===== src/rtl/aud_pkg.sv =====
// Shared definitions for the I2S/left-justified DAC player.
package aud_pkg;

  typedef enum logic [1:0] {S_IDLE, S_SYNC, S_PLAY} aud_state_e;

  localparam int AUD_MODE_LJ  = 0;
  localparam int AUD_MODE_I2S = 1;

endpackage


===== src/rtl/aud_i2s_player_if.sv =====
// PCM sample-pair handshake between the DSP (master) and the player (slave).
interface aud_i2s_player_if #(parameter int DATA_W = 16);
  logic              valid;
  logic              ready;
  logic [DATA_W-1:0] left;
  logic [DATA_W-1:0] right;

  modport master (output valid, left, right, input ready);
  modport slave  (input valid, left, right, output ready);
endinterface


===== src/rtl/aud_slot_shifter.sv =====
// Serializes one slot MSB-first; a load restarts the slot and truncates any unsent bits.
module aud_slot_shifter import aud_pkg::*; #(
  parameter int DATA_W    = 16,
  parameter int I2S_DELAY = 1
) (
  input  logic              i_bclk,
  input  logic              i_rst_n,
  input  logic              clr,
  input  logic              load,
  input  logic [DATA_W-1:0] sample,
  output logic              sdo
);
  localparam int             CW   = $clog2(DATA_W + 2);
  localparam bit             DLY  = (I2S_DELAY == AUD_MODE_I2S);
  // bit_cnt counts emitted slot bits, including the leading I2S zero
  localparam logic [CW-1:0]  LAST = CW'(DATA_W + int'(DLY));

  logic [DATA_W-1:0] sr;
  logic [CW-1:0]     bit_cnt;

  always_ff @(posedge i_bclk) begin
    if (!i_rst_n || (clr && !load)) begin
      sr      <= '0;
      bit_cnt <= '0;
      sdo     <= 1'b0;
    end else if (load) begin
      bit_cnt <= CW'(1);
      if (DLY) begin
        sdo <= 1'b0;
        sr  <= sample;
      end else begin
        sdo <= sample[DATA_W-1];
        sr  <= sample << 1;
      end
    end else if (bit_cnt < LAST) begin
      sdo     <= sr[DATA_W-1];
      sr      <= sr << 1;
      bit_cnt <= bit_cnt + 1'b1;
    end else begin
      sdo <= 1'b0;
    end
  end
endmodule


===== src/rtl/aud_i2s_player.sv =====
// Stereo/mono PCM player: one-pair holding buffer, LRCK-aligned framing, underrun flag.
module aud_i2s_player import aud_pkg::*; #(
  parameter int DATA_W    = 16,
  parameter int I2S_DELAY = 1,
  parameter int STEREO    = 1
) (
  input  logic              i_bclk,
  input  logic              i_rst_n,
  input  logic              i_en,
  input  logic              i_daclrck,
  aud_i2s_player_if.slave   pcm,
  output logic              o_aud_dacdat,
  output logic              o_underrun,
  output logic              o_busy
);
  aud_state_e        state;
  logic              lrck_q;
  logic              hold_full;
  logic [DATA_W-1:0] hold_l, hold_r, ch_r;
  logic              lr_edge, fs, xfer, slot_load;
  logic [DATA_W-1:0] sample;

  assign lr_edge   = i_daclrck != lrck_q;
  assign fs        = lr_edge && !i_daclrck;
  assign pcm.ready = !hold_full && (state != S_IDLE);
  assign xfer      = pcm.valid && pcm.ready;
  assign o_busy    = state != S_IDLE;
  // SYNC only reacts to a falling LRCK edge so playback never starts mid-frame
  assign slot_load = i_en && ((state == S_PLAY && lr_edge) || (state == S_SYNC && fs));
  // left slot bypasses a channel register: it is fed straight from the buffer
  assign sample    = fs ? (hold_full ? hold_l : '0) : ch_r;

  always_ff @(posedge i_bclk) begin
    if (!i_rst_n) begin
      state      <= S_IDLE;
      lrck_q     <= 1'b0;
      hold_full  <= 1'b0;
      hold_l     <= '0;
      hold_r     <= '0;
      ch_r       <= '0;
      o_underrun <= 1'b0;
    end else begin
      lrck_q     <= i_daclrck;
      o_underrun <= slot_load && fs && !hold_full;
      if (!i_en) begin
        state     <= S_IDLE;
        hold_full <= 1'b0;
      end else begin
        case (state)
          S_IDLE:  state <= S_SYNC;
          S_SYNC:  if (fs) state <= S_PLAY;
          default: ;
        endcase
        if (slot_load && fs) begin
          ch_r      <= hold_full ? hold_r : '0;
          hold_full <= 1'b0;
        end
        // a pair arriving on an underrun frame start is kept for the next frame
        if (xfer) begin
          hold_full <= 1'b1;
          hold_l    <= pcm.left;
          hold_r    <= (STEREO != 0) ? pcm.right : pcm.left;
        end
      end
    end
  end

  aud_slot_shifter #(.DATA_W(DATA_W), .I2S_DELAY(I2S_DELAY)) u_shift (
    .i_bclk  (i_bclk),
    .i_rst_n (i_rst_n),
    .clr     (!i_en || state != S_PLAY),
    .load    (slot_load),
    .sample  (sample),
    .sdo     (o_aud_dacdat)
  );
endmodule

===== src/flat_wrapper.sv =====
// flat-port wrapper written by rule: the top's interface ports become plain ports
module aud_i2s_player_flat import aud_pkg::*;
#(
  parameter int DATA_W    = 16,
  parameter int I2S_DELAY = 1,
  parameter int STEREO    = 1
)
  (i_bclk, i_rst_n, i_en, i_daclrck, o_aud_dacdat, o_underrun, o_busy, pcm_valid, pcm_left, pcm_right, pcm_ready);
  aud_i2s_player_if #(.DATA_W(DATA_W)) pcm_i ();
  input  logic i_bclk;
  input  logic i_rst_n;
  input  logic i_en;
  input  logic i_daclrck;
  output logic o_aud_dacdat;
  output logic o_underrun;
  output logic o_busy;
  input wire logic [$bits(pcm_i.valid)-1:0] pcm_valid;
  input wire logic [$bits(pcm_i.left)-1:0] pcm_left;
  input wire logic [$bits(pcm_i.right)-1:0] pcm_right;
  output wire logic [$bits(pcm_i.ready)-1:0] pcm_ready;
  assign pcm_i.valid = pcm_valid;
  assign pcm_i.left = pcm_left;
  assign pcm_i.right = pcm_right;
  assign pcm_ready = pcm_i.ready;
  aud_i2s_player #(.DATA_W(DATA_W), .I2S_DELAY(I2S_DELAY), .STEREO(STEREO)) u_core (.i_bclk(i_bclk), .i_rst_n(i_rst_n), .i_en(i_en), .i_daclrck(i_daclrck), .pcm(pcm_i), .o_aud_dacdat(o_aud_dacdat), .o_underrun(o_underrun), .o_busy(o_busy));
endmodule

===== config.mk =====
export PLATFORM = sky130hd
export DESIGN_NAME = aud_i2s_player_flat
export DESIGN_NICKNAME = d
export VERILOG_FILES = /design/src/rtl/aud_pkg.sv /design/src/rtl/aud_i2s_player_if.sv /design/src/rtl/aud_slot_shifter.sv /design/src/rtl/aud_i2s_player.sv /design/src/flat_wrapper.sv
export SDC_FILE = /design/constraint.sdc
export NUM_CORES = 1
export LEC_CHECK = 0
export ABC_AREA = 1
export ABC_CLOCK_PERIOD_IN_PS = 2100
export CAP_MARGIN = 5
export CORE_MARGIN = 5
export CORE_UTILIZATION = 60
export CTS_CLUSTER_SIZE = 40
export DETAILED_ROUTE_END_ITERATION = 16
export DONT_BUFFER_PORTS = 1
export GPL_TIMING_DRIVEN = 0
export PLACE_DENSITY = 0.76
export SLEW_MARGIN = 20
export SYNTH_ARGS = -nofsm -noshare
export SYNTH_HDL_FRONTEND = slang
export SYNTH_HIERARCHICAL = 1
export SYNTH_SLANG_ARGS = --single-unit
export TNS_END_PERCENT = 1

===== constraint.sdc =====
create_clock -name i_bclk -period 2.1 [get_ports i_bclk]
set_input_delay 0.315 -clock i_bclk [delete_from_list [all_inputs] [get_ports i_bclk]]
set_output_delay 0.315 -clock i_bclk [all_outputs]
set_load 0.1 [all_outputs]

==> metrics.cfg <==
[clocking]
post-cts-setup-buffers=0
path_clk_slew_ns=0.08
ctsHtreeMaxLevel=3
worstSkewPairLatency_ns=0.35
cts_buffer_depth=2
root_buffer=clkbuf_8
cts_tree=done
numCtsBuffers=9
clkSinkCount=75
ctsResizeCount=0
cts_hold_buf=0

[global_route]
grt_pass1_vias=2654
grtUsageTotal_pct=22.5
grt_overflow=0
antenna_found_initial=0
grt_pass1_wl_um=12900
grt_max_degree=14

[pwr]
irDropWorstVdd_mv=0.548
power.density_mw_per_mm2=774
leakagePower_nw=1.29
fin_total_pwr_mw=2.81

[yosys]
synth-seq-area-share_pct=45.2
async_flop_share_pct=0
netlist_area_mm2=0.00332
syn_avg_cell_area_um2=7.93
synthTopCellsByArea=dfxtp_1 45%, nand2_1 16%, a21oi_1 9.3%, nand4_1 6.2%, a22o_1 4.2%
synth_cell_types=28
yosys-top-cells-count=141 x nand2_1, 75 x dfxtp_1, 62 x a21oi_1
ys.flop_type=dfxtp_1
synth_cells=419
yosys.area.top_type=dfxtp_1
synth-edff-count=0
yosys.cell_count.top_type=nand2_1
syn-num-nets=458
ys_warn_count=6
synth.top_cell.area_share_pct=45.2
synth_seq_cells=75

[worst_setup_path]
r2r_cells=9
crit_top_cell=nand2_1
arrival_ns=2.08
crit_slowest_cell=dfxtp_1
crit_path_end_kind=register
rrSetupSlack_ns=0.27
rr_endpoint=u_core/u_shift/sr[1]$_SDFFE_PP0P_
worstPathMaxFanout=10
endpoint=u_core/u_shift/sr[1]$_SDFFE_PP0P_
path_class=register to register
cp-start-kind=register
cp.required_ns=2.35
reg2reg_from=u_core/lrck_q$_SDFF_PN0_
cpPeakStageDelay_ns=0.31
crit_path_start=u_core/lrck_q$_SDFF_PN0_
critical_path.cell_chain=ha_1 > nand3_2 > a21oi_1 > inv_2 > buf_2 > a21boi_0 > nand2_1 > nand2_1 > nor2_1

[place]
io_buffers=0
place_congestion=0.876
placed_cells=491
hpwl_um=5500
dp_worst_setup_slack_ns=0.218
placed_area_mm2=0.00341

[timing]
worst_slew_pin_slew_ns=0.934
final_max_slew_viol_count=0
rsz0062_at_grt=false
fin_ws_ns=0.266
max_clock_freq_mhz=545
fin_skew_ns=0.00618
setup_viol=0
finalCritPeriodShare_pct=87.3
finalHoldViolations=0
maxSlewHeadroom_pct=37.6
finalSetupTns_ns=0
holdWs_ns=0.0570
min_period_ns=1.83

[layout]
diodes=0
fin_util_pct=66.9
finalNonFillerCells=507
nets=469
nFillCells=485
fin_area_mm2=0.00364
areaGrowthSynthToFinish_pct=9.50
drive_above_1_share_pct=16.8

[drt]
wl_per_cell_um=15.1
vias=2817
drtIter0Drc=159
drc_errors=0
routed_wl_um=7670
first_pass_iters=4
drtAntennaViolNets=0
viasPerCell=5.56

[floorplan]
io_pins=41
dieHeight_um=84.4
core_region_area_mm2=0.00544
row_count=27
fp.dieW_um=84.4
die_area_mm2=0.00712
start_util_pct=61.1

[status]
outcome=finished, final reports clean

[job]
cap_viol_max_count=0

[min_path]
holdCritPathClass=input pin to register

[report_power, final]
group / internal [mW] / switching, mW / total [mW] / leakage, nW
clock network: 0.703 / 0.549 / 1.25 / 0.117
logic: 0.0280 / 0.0838 / 0.112 / 0.571
registers: 1.44 / 0.0117 / 1.45 / 0.606
total: 2.17 / 0.645 / 2.81 / 1.29
[cells by family (layout without fill, tap and decap cells)]
logic type	after synthesis	after routing	share of synthesized area [%]
AOI/OAI and AO/OA	91	91	16.7
adders and majority gates	2	2	0.753
buffers and inverters	46	62	7.87
DFF	75	75	45.2
and+or+nand+nor	205	205	29.4
[final cells by class]
cell class,count,area (um^2),area share (%)
multi-input combinational,298,1560,42.8
sequential,75,1500,41.3
buffer,29,196,5.40
clock buffer,10,138,3.79
tap,72,90.1,2.48
clock inverter,6,87.6,2.41
inverter,17,65.1,1.79
[layout by cell type, fill, tap and decap left out, drive strengths merged]
cell / n
clkinv: 4
a22o: 16
ha: 2
bufinv: 2
a21oi: 72
nand4: 33
a21boi: 1
buf: 23
clkbuf: 16
nand3: 8
nand2: 154
nor2: 8
nor3: 1
o21ai: 2
inv: 17
nor3b: 1
dfxtp: 75
[critical path: cells and delay by family, from the launching register on]
| kind | cells | cell delay [ns] |
|---|---|---|
| AO/OA/AOI/OAI | 2 | 0.49 |
| adder cells (fa/ha/maj) | 1 | 0.28 |
| buffers and inverters | 2 | 0.31 |
| flip-flops | 1 | 0.31 |
| AND/OR/NAND/NOR | 4 | 0.34 |
[metal layers]
layer / global-route usage [%] / routed length, um
met4: 10.1 / 138
met3: 3.83 / 389
met5: 0 / 0
met2: 35.8 / 3650
met1: 29.9 / 3490
[state kept, by name, summed over array words and instances (netlist names)]
signal / flops
u_core/hold_full: 1
u_core/hold_r: 16
u_core/ch_r: 16
u_core/hold_l: 16
u_core/u_shift/sdo: 1
u_core/u_shift/bit_cnt: 5
u_core/u_shift/sr: 16
u_core/lrck_q: 1
u_core/state: 2
u_core/o_underrun: 1
[how the worst min path moves through the flow]
stage,startpoint,end,slack [ns],depth (start not counted)
2_1_floorplan,i_daclrck,u_core/lrck_q$_SDFF_PN0_,0.41,2
3_3_place_gp,i_daclrck,u_core/lrck_q$_SDFF_PN0_,0.41,2
3_5_place_dp,i_daclrck,u_core/lrck_q$_SDFF_PN0_,0.41,2
4_1_cts,i_daclrck,u_core/lrck_q$_SDFF_PN0_,0.05,2
5_1_grt,i_daclrck,u_core/lrck_q$_SDFF_PN0_,0.08,2
6_report,i_daclrck,u_core/lrck_q$_SDFF_PN0_,0.06,2
No activity file was read; power rests on OpenSTA's default activity.
